**src/rtl/dmem_arbiter.sv**
```systemverilog
// Two-port data-memory arbiter with round-robin ties, bounded port locking and 1-cycle read return.
// Define DMEM_ARB_FIXED_PRIO_EN to make port 0 win every tie in IDLE.
module dmem_arbiter #(
  parameter logic [31:0] BASE_ADDR = 32'h0001_0000,
  parameter int unsigned LOCK_MAX  = 8
) (
  input  logic        clk,
  input  logic        rst,
  input  logic        p0_req,
  input  logic        p0_lock,
  input  logic [3:0]  p0_we,
  input  logic [31:0] p0_addr,
  input  logic [31:0] p0_wdata,
  input  logic        p1_req,
  input  logic        p1_lock,
  input  logic [3:0]  p1_we,
  input  logic [31:0] p1_addr,
  input  logic [31:0] p1_wdata,
  output logic        p0_gnt,
  output logic        p1_gnt,
  output logic        p0_rvalid,
  output logic        p1_rvalid,
  output logic [31:0] rdata,
  output logic [3:0]  mem_we,
  output logic [31:0] mem_addr,
  output logic [31:0] mem_wdata,
  input  logic [31:0] mem_rdata
);

  localparam int unsigned    CW       = $clog2(LOCK_MAX + 1);
  localparam logic [CW-1:0]  LOCK_LIM = CW'(LOCK_MAX);

  typedef enum logic [1:0] {IDLE, OWN0, OWN1} state_t;

  state_t        state, state_next;
  logic          last_gnt, last_gnt_next;   // 1: port 1 was granted most recently
  logic [CW-1:0] lock_cnt, lock_cnt_next;
  logic [CW-1:0] cnt_inc;
  logic          gnt0, gnt1, any_gnt, lock_sel;
  logic          rv0, rv1;
  logic [31:0]   addr_q, wdata_q;
  logic [31:0]   sel_addr, sel_wdata;
  logic [3:0]    sel_we;

  always_comb begin
    state_next    = state;
    last_gnt_next = last_gnt;
    lock_cnt_next = lock_cnt;
    gnt0          = 1'b0;
    gnt1          = 1'b0;
    cnt_inc       = '0;
    lock_sel      = 1'b0;
    if (!rst) begin
      case (state)
        IDLE: begin
          if (p0_req && p1_req) begin
`ifdef DMEM_ARB_FIXED_PRIO_EN
            gnt0 = 1'b1;
`else
            gnt0 = last_gnt;
            gnt1 = !last_gnt;
`endif
          end else begin
            gnt0 = p0_req;
            gnt1 = p1_req;
          end
        end
        OWN0:    gnt0 = p0_req;
        OWN1:    gnt1 = p1_req;
        default: ;
      endcase

      // The grant that takes the lock from IDLE is the first of the LOCK_MAX allowed.
      cnt_inc  = (state == IDLE) ? CW'(1) : lock_cnt + CW'(1);
      lock_sel = gnt1 ? p1_lock : p0_lock;
      if (gnt0 || gnt1) begin
        last_gnt_next = gnt1;
        if (lock_sel && (cnt_inc < LOCK_LIM)) begin
          state_next    = gnt1 ? OWN1 : OWN0;
          lock_cnt_next = cnt_inc;
        end else begin
          state_next    = IDLE;
          lock_cnt_next = '0;
        end
      end else if ((state == OWN0 && !p0_lock) || (state == OWN1 && !p1_lock)) begin
        state_next    = IDLE;
        lock_cnt_next = '0;
      end
    end
  end

  assign any_gnt   = gnt0 || gnt1;
  assign sel_addr  = gnt1 ? p1_addr  : p0_addr;
  assign sel_wdata = gnt1 ? p1_wdata : p0_wdata;
  assign sel_we    = gnt1 ? p1_we    : p0_we;

  assign p0_gnt    = gnt0;
  assign p1_gnt    = gnt1;
  assign mem_we    = any_gnt ? sel_we : 4'b0000;
  assign mem_addr  = any_gnt ? (sel_addr - BASE_ADDR) : addr_q;
  assign mem_wdata = any_gnt ? sel_wdata : wdata_q;

  // Gating with rst drops a read whose data would land in the reset cycle.
  assign p0_rvalid = rv0 && !rst;
  assign p1_rvalid = rv1 && !rst;
  assign rdata     = mem_rdata;

  always_ff @(posedge clk) begin
    if (rst) begin
      state    <= IDLE;
      last_gnt <= 1'b1;
      lock_cnt <= '0;
      rv0      <= 1'b0;
      rv1      <= 1'b0;
      addr_q   <= '0;
      wdata_q  <= '0;
    end else begin
      state    <= state_next;
      last_gnt <= last_gnt_next;
      lock_cnt <= lock_cnt_next;
      rv0      <= gnt0 && (p0_we == 4'b0000);
      rv1      <= gnt1 && (p1_we == 4'b0000);
      if (any_gnt) begin
        addr_q  <= sel_addr - BASE_ADDR;
        wdata_q <= sel_wdata;
      end
    end
  end

endmodule

```
**config.mk**
```make
export PLATFORM = sky130hd
export DESIGN_NAME = dmem_arbiter
export DESIGN_NICKNAME = d
export VERILOG_FILES = /design/src/rtl/dmem_arbiter.sv
export SDC_FILE = /design/constraint.sdc
export NUM_CORES = 1
export LEC_CHECK = 0
export ABC_CLOCK_PERIOD_IN_PS = 4710
export CORE_AREA = 3 3 118 120
export CTS_CLUSTER_DIAMETER = 60
export DETAILED_ROUTE_END_ITERATION = 6
export DIE_AREA = 0 0 121 123
export GPL_ROUTABILITY_DRIVEN = 1
export PLACE_DENSITY = 0.77
export SYNTH_ARGS = -nofsm -noshare
export SYNTH_HDL_FRONTEND = slang
export SYNTH_SLANG_ARGS = --single-unit
export TNS_END_PERCENT = 10
```
**constraint.sdc**
```tcl
create_clock -name clk -period 4.71 [get_ports clk]
set_input_delay 1.1775 -clock clk [delete_from_list [all_inputs] [get_ports clk]]
set_output_delay 1.1775 -clock clk [all_outputs]
set_load 0.05 [all_outputs]
```
==> results.py <==
metrics = {
    "synth": {
        "synth.top_cell.area_share": 0.335,
        "yosysMostFrequentCell": "nand2_1",
        "ys.flop_type": "dfxtp_1",
        "yosysTopAreaCell": "dfxtp_1",
        "synthTopCellsByArea": "dfxtp_1, nand2_1, and2_1",
        "synth.net_count": 771,
        "netlist_top_cells_count": "nand2_1, dfxtp_1, nor2_1",
        "async_flop_share": 0,
        "syn_area_per_cell_sq_um": 7.34,
        "synth_cell_type_count": 60,
        "synth-edff-count": 0,
        "syn_area_sq_um": 4370,
        "yosysWarnings": 0,
        "synthCells": 595,
        "synth-seq-cells": 73,
        "seq_area_frac_synth": 0.335,
    },
    "timing": {
        "maxSlewHeadroom": 0.525,
        "clock.fmax_ghz": 0.215,
        "hold_viol_final": 0,
        "setup_viol": 0,
        "skew_ps": 6.12,
        "tightest_slew_ps": 711,
        "finalCritPeriodShare": 0.987,
        "rsz0062_at_grt": "yes",
        "post-route-min-period_ps": 4650,
        "maxSlewViolCount": 0,
    },
    "clocking": {
        "cts_tree": "done",
        "insertion_delay_ps": 340,
        "cts_sinks": 73,
        "htreeDepth": 3,
        "clock-root-buffer": "clkbuf_16",
        "clk_pin_slew_ps": 60,
        "numCtsBuffers": 9,
        "cts.path.max_buffers": 2,
    },
    "placement": {
        "placed_area_sq_um": 7300,
        "dpl.hpwl_um": 11300,
        "numPlacedInstances": 944,
        "place_congestion": 0.870,
        "portBuffers": 213,
    },
    "global_route": {
        "gr-total-overflow": 0,
        "grt_max_degree": 61,
        "grt.total_usage": 0.204,
        "antenna_found_initial": 0,
        "grt_pass1_vias": 4806,
        "grt_pass1_wl_um": 24200,
    },
    "critical_path": {
        "crit_required_ps": 3530,
        "reg2reg_from": "state[0]$_SDFFE_PP0P_",
        "reg2reg_to": "addr_q[26]$_SDFF_PP0_",
        "cp_max_fo": 4,
        "startpoint_type": "primary input",
        "r2r_setup_slack_ps": 1890,
        "end_kind": "primary output",
        "path_class": "in2out",
        "crit_arrival_ps": 3470,
        "r2r_cells": 11,
    },
    "hold_path": {
        "hold-path-cell-count": 2,
        "hold_start": "addr_q[23]$_SDFF_PP0_",
        "worstHoldEndpoint": "addr_q[23]$_SDFF_PP0_",
        "hold_path_class": "reg2reg",
    },
    "finish": {
        "multi_input_area_sq_um": 2560,
        "nNetsFinal": 960,
        "antenna_cells": 0,
        "fin_area_sq_um": 7680,
        "syn2layout_area_growth_pct": 75.9,
        "fin_cells": 965,
        "drive_above_1_share": 0.189,
        "seqCellArea_sq_um": 1460,
        "fillers": 1134,
    },
    "status": {
        "status": "finished, final reports clean",
    },
    "job": {
        "max_cap_violations": 0,
    },
    "power": {
        "p_per_area_nw_per_um2": 320,
        "irDropWorstVdd_v": 0.000141,
        "power.leakage_nw": 3.16,
        "power_w": 0.00246,
    },
    "die": {
        "start_util": 0.334,
        "die_area_sq_um": 14900,
        "core_area_sq_um": 13100,
        "die_h_um": 123,
        "rows": 42,
        "die_x_um": 121,
        "io_pins": 278,
    },
    "routing": {
        "vias": 4868,
        "vias_per_cell": 5.04,
        "drcViolationCount": 0,
        "first_iter_violations": 308,
        "ant_nets": 0,
        "first_pass_iters": 4,
        "wire_per_inst_um": 15.9,
        "routed_wl_um": 15300,
    },
}
placed cells by master, fill, tap and decap left out, types with 3 or more instances in the layout:
cell type        synthesis  layout
nor4_1                   3       3
nand3b_1                 3       3
inv_1                    6       6
and2_1                  54      54
mux2i_1                  9       8
o21ai_0                 17      15
or4_1                    5       4
nor2b_1                  3       3
nand2_2                  1       3
nor3_1                  10      10
o211ai_1                 6       6
xnor2_1                  5       5
nand4_1                  4       4
nor3b_4                  1       3
a21oi_1                 16      15
a211o_1                  3       3
nand2_1                132     129
buf_12                   0      73
clkdlybuf4s50_1          0     139
nor2_1                  61      61
buf_4                   33      30
nand3_1                 10      10
dfxtp_1                 73      73
mux2_2                   4       4
a31oi_1                 50      50
clkbuf_16                0       9
xor2_1                   9       9
stage by stage:
step | setup WS, ps | hold slack (ps) | utilization | setup TNS (ps)
after floorplan | -204 | 440 | - | -603
after global placement | -450 | 448 | 0.558 | -1620
after detailed placement | -495 | 452 | 0.558 | -1860
after CTS | 8.17 | 461 | 0.583 | 0
after global routing | -58.1 | 503 | 0.587 | -91.5
final | 59.0 | 462 | 0.587 | 0
how the worst max path moves through the flow:
stage           start           end  cells past startpoint  slack, ps
6_report          rst  mem_addr[26]                     11         60
5_1_grt           rst  mem_addr[26]                     11        -60
4_1_cts        p0_req  mem_addr[26]                     11          8
3_5_place_dp      rst  mem_addr[30]                     12       -500
3_3_place_gp      rst  mem_addr[30]                     12       -450
2_1_floorplan     rst  mem_addr[26]                     11       -200
area by class of cell:
type	count	share of cell area
clock buffers	10	0.0298
clock inverters	6	0.00879
inverters	7	0.00342
multi-input cells	447	0.334
flip-flops and latches	73	0.190
well taps	176	0.0287
repair buffers	246	0.405
sequential cells by signal, indices dropped and copies added, names as in the netlist:
signal    count
state         2
last_gnt      1
lock_cnt      4
wdata_q      32
addr_q       32
rv0           1
rv1           1
repair_timing:
action,CTS,global route
gates cloned,0,0
hold buffers,0,0
resized for setup,14,9
endpoints found under the setup margin,6,4
pin swaps,7,8
buffers inserted,2,4
power breakdown:
part / switching [W] / internal, W / total, W
Combinational: 0.000572 / 0.000509 / 0.00108
Clock: 0.000280 / 0.000412 / 0.000692
Sequential: 0.0000167 / 0.000669 / 0.000685
metal layers:
layer  vias to the layer above  track usage  wire length [um]
met4                         0       0.0963               499
met5                         -            0                 0
met1                      2262        0.241              6260
met2                       193        0.342              7220
li1                       2377            -                 -
met3                        36       0.0576              1320
logic make-up after synthesis:
logic type | count (synthesis) | share of synthesized area
buffers and inverters | 75 | 0.0983
muxes | 13 | 0.0309
xor gates and xnor gates | 14 | 0.0281
and+or+nand+nor | 305 | 0.336
adders and majority gates | 2 | 0.00573
AOI/OAI and AO/OA | 113 | 0.166
DFF | 73 | 0.335
worst max-delay path: stages:
cell and delay (ps):
buf_8 100, nor3b_4 230, nand2_4 90, mux2i_2 210, ha_2 240, or4b_4 500, or4_4 420, a31oi_1 150
o21ai_1 120, nand2_2 100, buf_12 130
Note: power is estimated with default switching activity, not from simulation.
